$ cat config.mk
export PLATFORM = sky130hd
export DESIGN_NAME = fetch_queue
export DESIGN_NICKNAME = d
export VERILOG_FILES = /design/src/rtl/fetch_queue_pkg.sv /design/src/rtl/fetch_queue_ram.sv /design/src/rtl/fetch_queue.sv
export SDC_FILE = /design/constraint.sdc
export NUM_CORES = 1
export LEC_CHECK = 0
export CAP_MARGIN = 0
export CORE_ASPECT_RATIO = 0.75
export CORE_MARGIN = 2
export CORE_UTILIZATION = 30
export CTS_CLUSTER_SIZE = 24
export DETAILED_ROUTE_END_ITERATION = 8
export DONT_BUFFER_PORTS = 1
export PLACE_DENSITY = 0.53
export SLEW_MARGIN = 25
export SYNTH_ARGS = -nofsm -noshare
export SYNTH_HDL_FRONTEND = slang
export SYNTH_SLANG_ARGS = --single-unit
$ cat constraint.sdc
create_clock -name clk -period 6.7 [get_ports clk]
set_input_delay 0.67 -clock clk [delete_from_list [all_inputs] [get_ports clk]]
set_output_delay 0.67 -clock clk [all_outputs]
set_load 0.01 [all_outputs]
$ cat src/rtl/fetch_queue_pkg.sv
// Constants shared between IF, the fetch queue and ID: exception vector layout and record widths.
package fetch_queue_pkg;

   // Fetch exception vector, shared with the IF and ID stages
   localparam int unsigned ExcE_W   = 4;
   localparam int unsigned ExcAdel  = 0;
   localparam int unsigned ExcRi    = 1;
   localparam int unsigned ExcIbe   = 2;
   localparam int unsigned ExcTlbl  = 3;

   localparam int unsigned FQ_PC_W   = 32;
   localparam int unsigned FQ_INST_W = 32;

endpackage

$ cat src/rtl/fetch_queue_ram.sv
// Fetch-queue storage: register array, one synchronous write port, one asynchronous read port.
module fq_ram #(
   parameter int unsigned DEPTH = 4,
   parameter int unsigned PTR_W = 2,
   parameter int unsigned WIDTH = 70
) (
   input  logic             clk,
   input  logic             we,
   input  logic [PTR_W-1:0] waddr,
   input  logic [WIDTH-1:0] wdata,
   input  logic [PTR_W-1:0] raddr,
   output logic [WIDTH-1:0] rdata
);

   logic [WIDTH-1:0] mem [DEPTH];

   // Data array is intentionally not reset; validity is tracked by the occupancy counter
   always_ff @(posedge clk) begin
      if (we) begin
         mem[waddr] <= wdata;
      end
   end

   assign rdata = mem[raddr];

endmodule

$ cat src/rtl/fetch_queue.sv
// Instruction buffer between IF and ID with show-ahead read, single-cycle flush and
// occupancy-based full/empty detection.
module fetch_queue
   import fetch_queue_pkg::*;
#(
   parameter int unsigned DEPTH = 4,
   parameter int unsigned PTR_W = 2,
   parameter int unsigned EXC_W = ExcE_W
) (
   input  logic                 clk,
   input  logic                 rst_n,
   input  logic                 flush_i,
   input  logic                 push_valid_i,
   input  logic [FQ_PC_W-1:0]   push_pc_i,
   input  logic [FQ_INST_W-1:0] push_inst_i,
   input  logic                 push_inslot_i,
   input  logic [EXC_W-1:0]     push_excs_i,
   input  logic                 push_has_exc_i,
   output logic                 full_o,
   input  logic                 pop_ready_i,
   output logic                 pop_valid_o,
   output logic [FQ_PC_W-1:0]   pop_pc_o,
   output logic [FQ_INST_W-1:0] pop_inst_o,
   output logic                 pop_inslot_o,
   output logic [EXC_W-1:0]     pop_excs_o,
   output logic                 pop_has_exc_o,
   output logic [PTR_W:0]       count_o
);

   localparam int unsigned RecW = FQ_PC_W + FQ_INST_W + 2 + EXC_W;
   localparam logic [PTR_W:0] CntFull = (PTR_W + 1)'(DEPTH);

   logic [PTR_W-1:0] rd_ptr_q, rd_ptr_d;
   logic [PTR_W-1:0] wr_ptr_q, wr_ptr_d;
   logic [PTR_W:0]   cnt_q, cnt_d;
   logic             push, pop;
   logic [RecW-1:0]  wr_rec, rd_rec;

   assign pop_valid_o = (cnt_q != '0);
   assign full_o      = (cnt_q == CntFull);
   assign count_o     = cnt_q;

   assign pop  = pop_valid_o & pop_ready_i;
   // A push into a full queue is only taken when the head leaves in the same cycle
   assign push = push_valid_i & (~full_o | pop);

   assign wr_rec = {push_pc_i, push_inst_i, push_inslot_i, push_has_exc_i, push_excs_i};

   fq_ram #(
      .DEPTH (DEPTH),
      .PTR_W (PTR_W),
      .WIDTH (RecW)
   ) u_ram (
      .clk   (clk),
      .we    (push & ~flush_i),
      .waddr (wr_ptr_q),
      .wdata (wr_rec),
      .raddr (rd_ptr_q),
      .rdata (rd_rec)
   );

   // Empty queue presents an all-zero record so ID sees a NOP with no exception
   always_comb begin
      pop_pc_o      = '0;
      pop_inst_o    = '0;
      pop_inslot_o  = 1'b0;
      pop_has_exc_o = 1'b0;
      pop_excs_o    = '0;
      if (pop_valid_o) begin
         {pop_pc_o, pop_inst_o, pop_inslot_o, pop_has_exc_o, pop_excs_o} = rd_rec;
      end
   end

   always_comb begin
      rd_ptr_d = rd_ptr_q;
      wr_ptr_d = wr_ptr_q;
      cnt_d    = cnt_q;
      if (flush_i) begin
         rd_ptr_d = '0;
         wr_ptr_d = '0;
         cnt_d    = '0;
      end else begin
         if (push) begin
            wr_ptr_d = wr_ptr_q + PTR_W'(1);
         end
         if (pop) begin
            rd_ptr_d = rd_ptr_q + PTR_W'(1);
         end
         cnt_d = cnt_q + (PTR_W + 1)'(push) - (PTR_W + 1)'(pop);
      end
   end

   always_ff @(posedge clk or negedge rst_n) begin
      if (!rst_n) begin
         rd_ptr_q <= '0;
         wr_ptr_q <= '0;
         cnt_q    <= '0;
      end else begin
         rd_ptr_q <= rd_ptr_d;
         wr_ptr_q <= wr_ptr_d;
         cnt_q    <= cnt_d;
      end
   end

endmodule
# Word level (Yosys, flattened, before mapping)

Memories as Yosys holds them, arrays and structs flattened.
Index checks and enable logic that the tools add are counted.

Memories kept: 1
Bits in writable memories: 280
Input bits: 75
Register bits after elaboration: 7
Bits in latches: 0
Output and inout bits: 75
Bits in read-only memories: 0

Reduce and logical (&&, ||, !) cells: 3
$add $sub $neg: 4
Multipliers: 0
Shift-type cells: 0
Equality and inequality tests: 1
Mux-type cells: 12
Bitwise logic cells: 6
Div/mod/pow operators: 0
Order comparisons: 0

Memory list:

| memory    | words | width | rd ports | clocked after memory_dff | wr ports | line                  | RTL |
|---|---|---|---|---|---|---|---|
| u_ram.mem | 4     | 70    | 1        | 0                        | 1        | fetch_queue_ram.sv:15 | `logic [WIDTH-1:0] mem [DEPTH];` |

Operators with widths:

| operator              | count |
|---|---|
| $mux W32              | 2 |
| $mux W2               | 4 |
| $add A2 B1 Y2 const B | 2 |
| $mux W1               | 4 |
| $mux W4               | 1 |
| $reduce_bool A2 Y1    | 2 |
| $add A3 B1 Y3         | 1 |
| $and A1 B1 Y1         | 3 |
| $eq A3 B3 Y1 const B  | 1 |
| $mux W3               | 1 |
| $reduce_bool A3 Y1    | 1 |
| $sub A3 B1 Y3         | 1 |
| $not A1 Y1            | 2 |
| $or A1 B1 Y1          | 1 |

# Longest topological paths before layout

Depth in word-level cells: 7
Depth in mapped cells: 9

# By module

From an unflattened synthesis, not the netlist that was laid out.

Cells, all modules: 485
Area, all modules: 11136.9 µm²

By module, submodules not included:

| module      | cells an instance | instances | area each (µm²) |
|---|---|---|---|
| fq_ram      | 370               | 1         | 10206.0 |
| fetch_queue | 115               | 1         | 930.9 |

# Worst setup path before layout

No wires, ideal clock.

Path kind: input -> register
Start: input flush_i
End: memory u_ram.mem[3][0], enable pin
Required time: 6101 ps
Stages on the path: 2
Setup time: 599 ps
Arrival: 6026 ps
Slack: 75 ps
Cells stage by stage: clkbuf_1 > nor3b_1

Cells in the longest elaborated chain, start to end: 4

Ends and longest elaborated chain:

| what                          | line                  | RTL |
|---|---|---|
| start, declared               | fetch_queue.sv:12     | `input logic flush_i,` |
| $not A1 Y1                    | fetch_queue.sv:55     | `.we (push & ~flush_i),` |
| $and A1 B1 Y1                 | fetch_queue.sv:55     |  |
| $mux W1                       | fetch_queue_ram.sv:19 | `if (we) begin` |
| $mux W1 (not written as such) | fetch_queue_ram.sv:20 | `mem[waddr] <= wdata;` |
| end, declared                 | fetch_queue_ram.sv:15 |  |

Every way passes these cells.

# Worst setup path in the final report

Start: register rd_ptr_q[0]
End: output pop_inst_o[22]

Cells in the longest elaborated chain, start to end: 2

Ends and longest elaborated chain:

| what                   | line              | RTL |
|---|---|---|
| start, declared        | fetch_queue.sv:33 | `logic [PTR_W-1:0] rd_ptr_q, rd_ptr_d;` |
| start signal, assigned | fetch_queue.sv:99 | `rd_ptr_q <= rd_ptr_d;` |
| $mem_v2 Z4 W70         | -                 |  |
| $mux W32               | fetch_queue.sv:69 | `if (pop_valid_o) begin` |
| end, declared          | fetch_queue.sv:23 | `output logic [FQ_INST_W-1:0] pop_inst_o,` |

Every way passes these cells.

==> impl_metrics.py <==
metrics = {
    "worst_hold_path": {
        "holdCritStartpoint": "flush_i",
        "hold_path_end": "rd_ptr_q[0]",
        "min_path_cells": 1,
        "hp-class": "primary input to flip-flop",
    },
    "critical_path": {
        "reg2reg_to": "u_ram.mem[1][23]",
        "worst_setup_path_start_kind": "flip-flop",
        "max_stage_delay_ps": 1040,
        "crit_required_ps": 6030,
        "r2r_cells": 4,
        "r2r_start": "count_o[1]",
        "slowest_stage": "dfrtp_4",
        "path_class": "flip-flop to output pin",
        "cp_data_arrival_time_ps": 3070,
        "reg2reg_slack_ps": 4080,
        "critPathMaxFanout": 44,
        "end_kind": "output pin",
        "worstPathCellList": "buf_4, mux4_2, and2_1",
    },
    "clocking": {
        "post_cts_buffers": 0,
        "htree_num_levels": 1,
        "clk_pin_slew_ps": 60,
        "cts_tree": "yes",
        "postCtsResizedCells": 0,
        "clk_latency_ps": 550,
        "clock-root-buffer": "clkbuf_16",
        "cts_buffers": 28,
        "clockBufferDepth": 3,
        "clock_sinks": 287,
    },
    "logic_synthesis": {
        "synth_seq_cells": 287,
        "netlist_instances": 490,
        "syn_area_um2": 11100,
        "synth_area_leaders": "edfxtp_1 (76%), mux4_2 (14%), and2_1 (4.0%), dfrtp_1 (1.6%), buf_6 (0.81%)",
        "synth-seq-area-share_pct": 77.6,
        "synth_top_cell_area_share_pct": 76.0,
        "yosys.area.top_type": "edfxtp_1",
        "yosys_warnings": 0,
        "synth_cell_types": 26,
        "synthArstFlopShare_pct": 2.44,
        "synth_edf_count": 280,
        "syn-num-nets": 571,
        "ys.flop_type": "edfxtp_1",
        "synth_area_per_cell_um2": 22.6,
    },
    "grt": {
        "gr-total-overflow": 0,
        "track_usage_pct": 11.7,
        "grt_pass1_vias": 5237,
        "grt_pass1_wl_mm": 33.0,
        "antenna_found_initial": 0,
        "grt_max_degree": 54,
    },
    "route": {
        "drtPass1Iterations": 6,
        "drc": 0,
        "avgRoutedWirePerCell_um": 21.8,
        "first_iter_violations": 232,
        "vias": 4702,
        "top_layer_used": "met4",
        "dr_wl_met2_mm": 11.3,
        "wl_mm": 22.2,
        "postRouteAntennaNets": 0,
        "avgViaCountPerCell": 4.61,
        "wirelength_met1_mm": 8.89,
        "dr_wl_met3_mm": 1.54,
    },
    "sta": {
        "finalCritPeriodShare_pct": 55.9,
        "tns_ps": 0,
        "relSlewSlack_pct": 38.2,
        "rsz0062_at_grt": "false",
        "hold_violations": 0,
        "worst_slew_pin_slew_ps": 927,
        "skew_ps": 8.67,
        "finalMaxSlewViolations": 0,
        "setup_violations": 0,
        "max_freq_mhz": 267,
        "min_period_ps": 3740,
    },
    "cells_and_area": {
        "nets": 588,
        "final_core_util_pct": 34.6,
        "area_growth_pct": 12.9,
        "drive_above_1_share_pct": 24.2,
        "n_antenna_cell": 0,
    },
    "power": {
        "power_density_nw_per_um2": 373,
        "power.switching_uw": 1320,
        "internal_power_uw": 3350,
        "p_sw_share_pct": 28.2,
        "power_frac_clock_pct": 31.1,
        "power_frac_seq_pct": 47.2,
        "power_leakage_uw": 0.00380,
        "comb_power_share_pct": 21.7,
        "max-vdd-ir-drop_mv": 0.216,
    },
    "die": {
        "coreArea_um2": 36100,
        "ios": 150,
        "rows": 60,
        "start_util_pct": 30.6,
        "fp.dieH_um": 170,
        "die_x_um": 226,
        "die_area_um2": 38400,
    },
    "status": {
        "outcome": "finished, final reports clean",
    },
    "placed_design": {
        "hpwl_mm": 13.2,
        "portBuffers": 0,
        "place_congestion": 0.665,
    },
    "job": {
        "drv_cap": 0,
    },
}
## per-stage QoR
| stage | area (um^2) | hold slack, ps | cells | total power, uW | setup slack [ps] |
|---|---|---|---|---|---|
| 2_1_floorplan | 11100 | 374 | 490 | 3080 | 75.5 |
| 4_1_cts | 12500 | 137 | 1021 | 4770 | 2780 |
| 3_3_place_gp | 11600 | 375 | 971 | 3270 | 3420 |
| 3_5_place_dp | 11600 | 375 | 972 | 3300 | 3400 |
| 5_1_grt | 12500 | 143 | 1021 | 4910 | 2660 |
| 6_report | 12500 | 172 | 1021 | 4660 | 2960 |
## cells by family (layout without fill, tap and decap cells)
group / after synthesis / count (layout) / share of synthesized area, %
adders and majority gates: 6 / 6 / 0.747
DFF: 287 / 287 / 77.6
AOI/OAI and AO/OA: 5 / 5 / 0.407
muxes: 72 / 72 / 14.5
buffers and inverters: 29 / 64 / 1.61
xor gates and xnor gates: 3 / 3 / 0.238
and+or+nand+nor: 88 / 88 / 4.91
## flip-flops by register name, indices dropped and copies added, names as in the netlist
name	flops
u_ram.mem	280
wr_ptr_q	2
count_o	3
rd_ptr_q	2
## critical path, delay by kind of cell (launching register included)
| kind | cells | cell delay, ps |
|---|---|---|
| buf+inv | 1 | 620 |
| flops | 1 | 1040 |
| mux | 1 | 610 |
| simple gates | 1 | 210 |
## worst max path at each step
stage                      startpoint               to  slack (ps)  cells after the start
final                     rd_ptr_q[0]   pop_inst_o[22]        2960                      3
after global routing      rd_ptr_q[0]    pop_inst_o[4]        2660                      3
after CTS                 rd_ptr_q[0]   pop_inst_o[20]        2780                      3
after detailed placement  rd_ptr_q[0]   pop_inst_o[20]        3400                      3
after global placement    rd_ptr_q[0]   pop_inst_o[20]        3420                      3
after floorplan               flush_i  u_ram.mem[3][0]          80                      2
## power groups by stage
stage / Clock (uW) / Combinational [uW] / Sequential (uW)
after floorplan: 0 / 930 / 2150
after global placement: 0 / 1010 / 2260
after detailed placement: 0 / 1050 / 2250
after CTS: 1510 / 1050 / 2210
after global routing: 1580 / 1110 / 2220
final: 1450 / 1010 / 2200
## metal layers
metal	vias to the layer above	track usage (%)
li1	2023	-
met1	2532	13.8
met2	110	20.2
met3	37	4.07
met4	0	3.08
met5	-	0
## cells in the mapped netlist, drive strengths merged, types with 2 or more instances
library cell	instances
nor3b	4
buf	15
nor2	7
and2	71
ha	5
dfrtp	7
xor2	3
nand2b	2
mux4	70
clkbuf	10
inv	4
edfxtp	280
## final cells by class
class                      instances  area, um^2
tap                              496         621
clock inverter                    11        75.1
fill                            3353       23600
multi-input combinational        174        2320
timing repair buffer              12         113
inverter                           4        15.0
sequential                       287        8590
clock buffer                      37         756
## timing repair
action | 4_1_cts | 5_1_grt
endpoints found under the hold margin | 7 | 0
hold buffers | 1 | 0
setup endpoints to repair | 0 | 0
## cells in the final DEF (no fill, tap or decap), types with 2 or more instances in the layout
cell type,instances
clkbuf_16,29
nor2_1,7
nor3b_2,4
nand2b_1,2
clkinv_1,6
and2_1,70
dfrtp_4,2
clkbuf_1,8
edfxtp_1,280
clkinv_2,3
ha_1,5
buf_4,10
xor2_1,3
mux4_2,70
inv_1,4
dfrtp_1,5
Power figures use the tool's default switching activity.
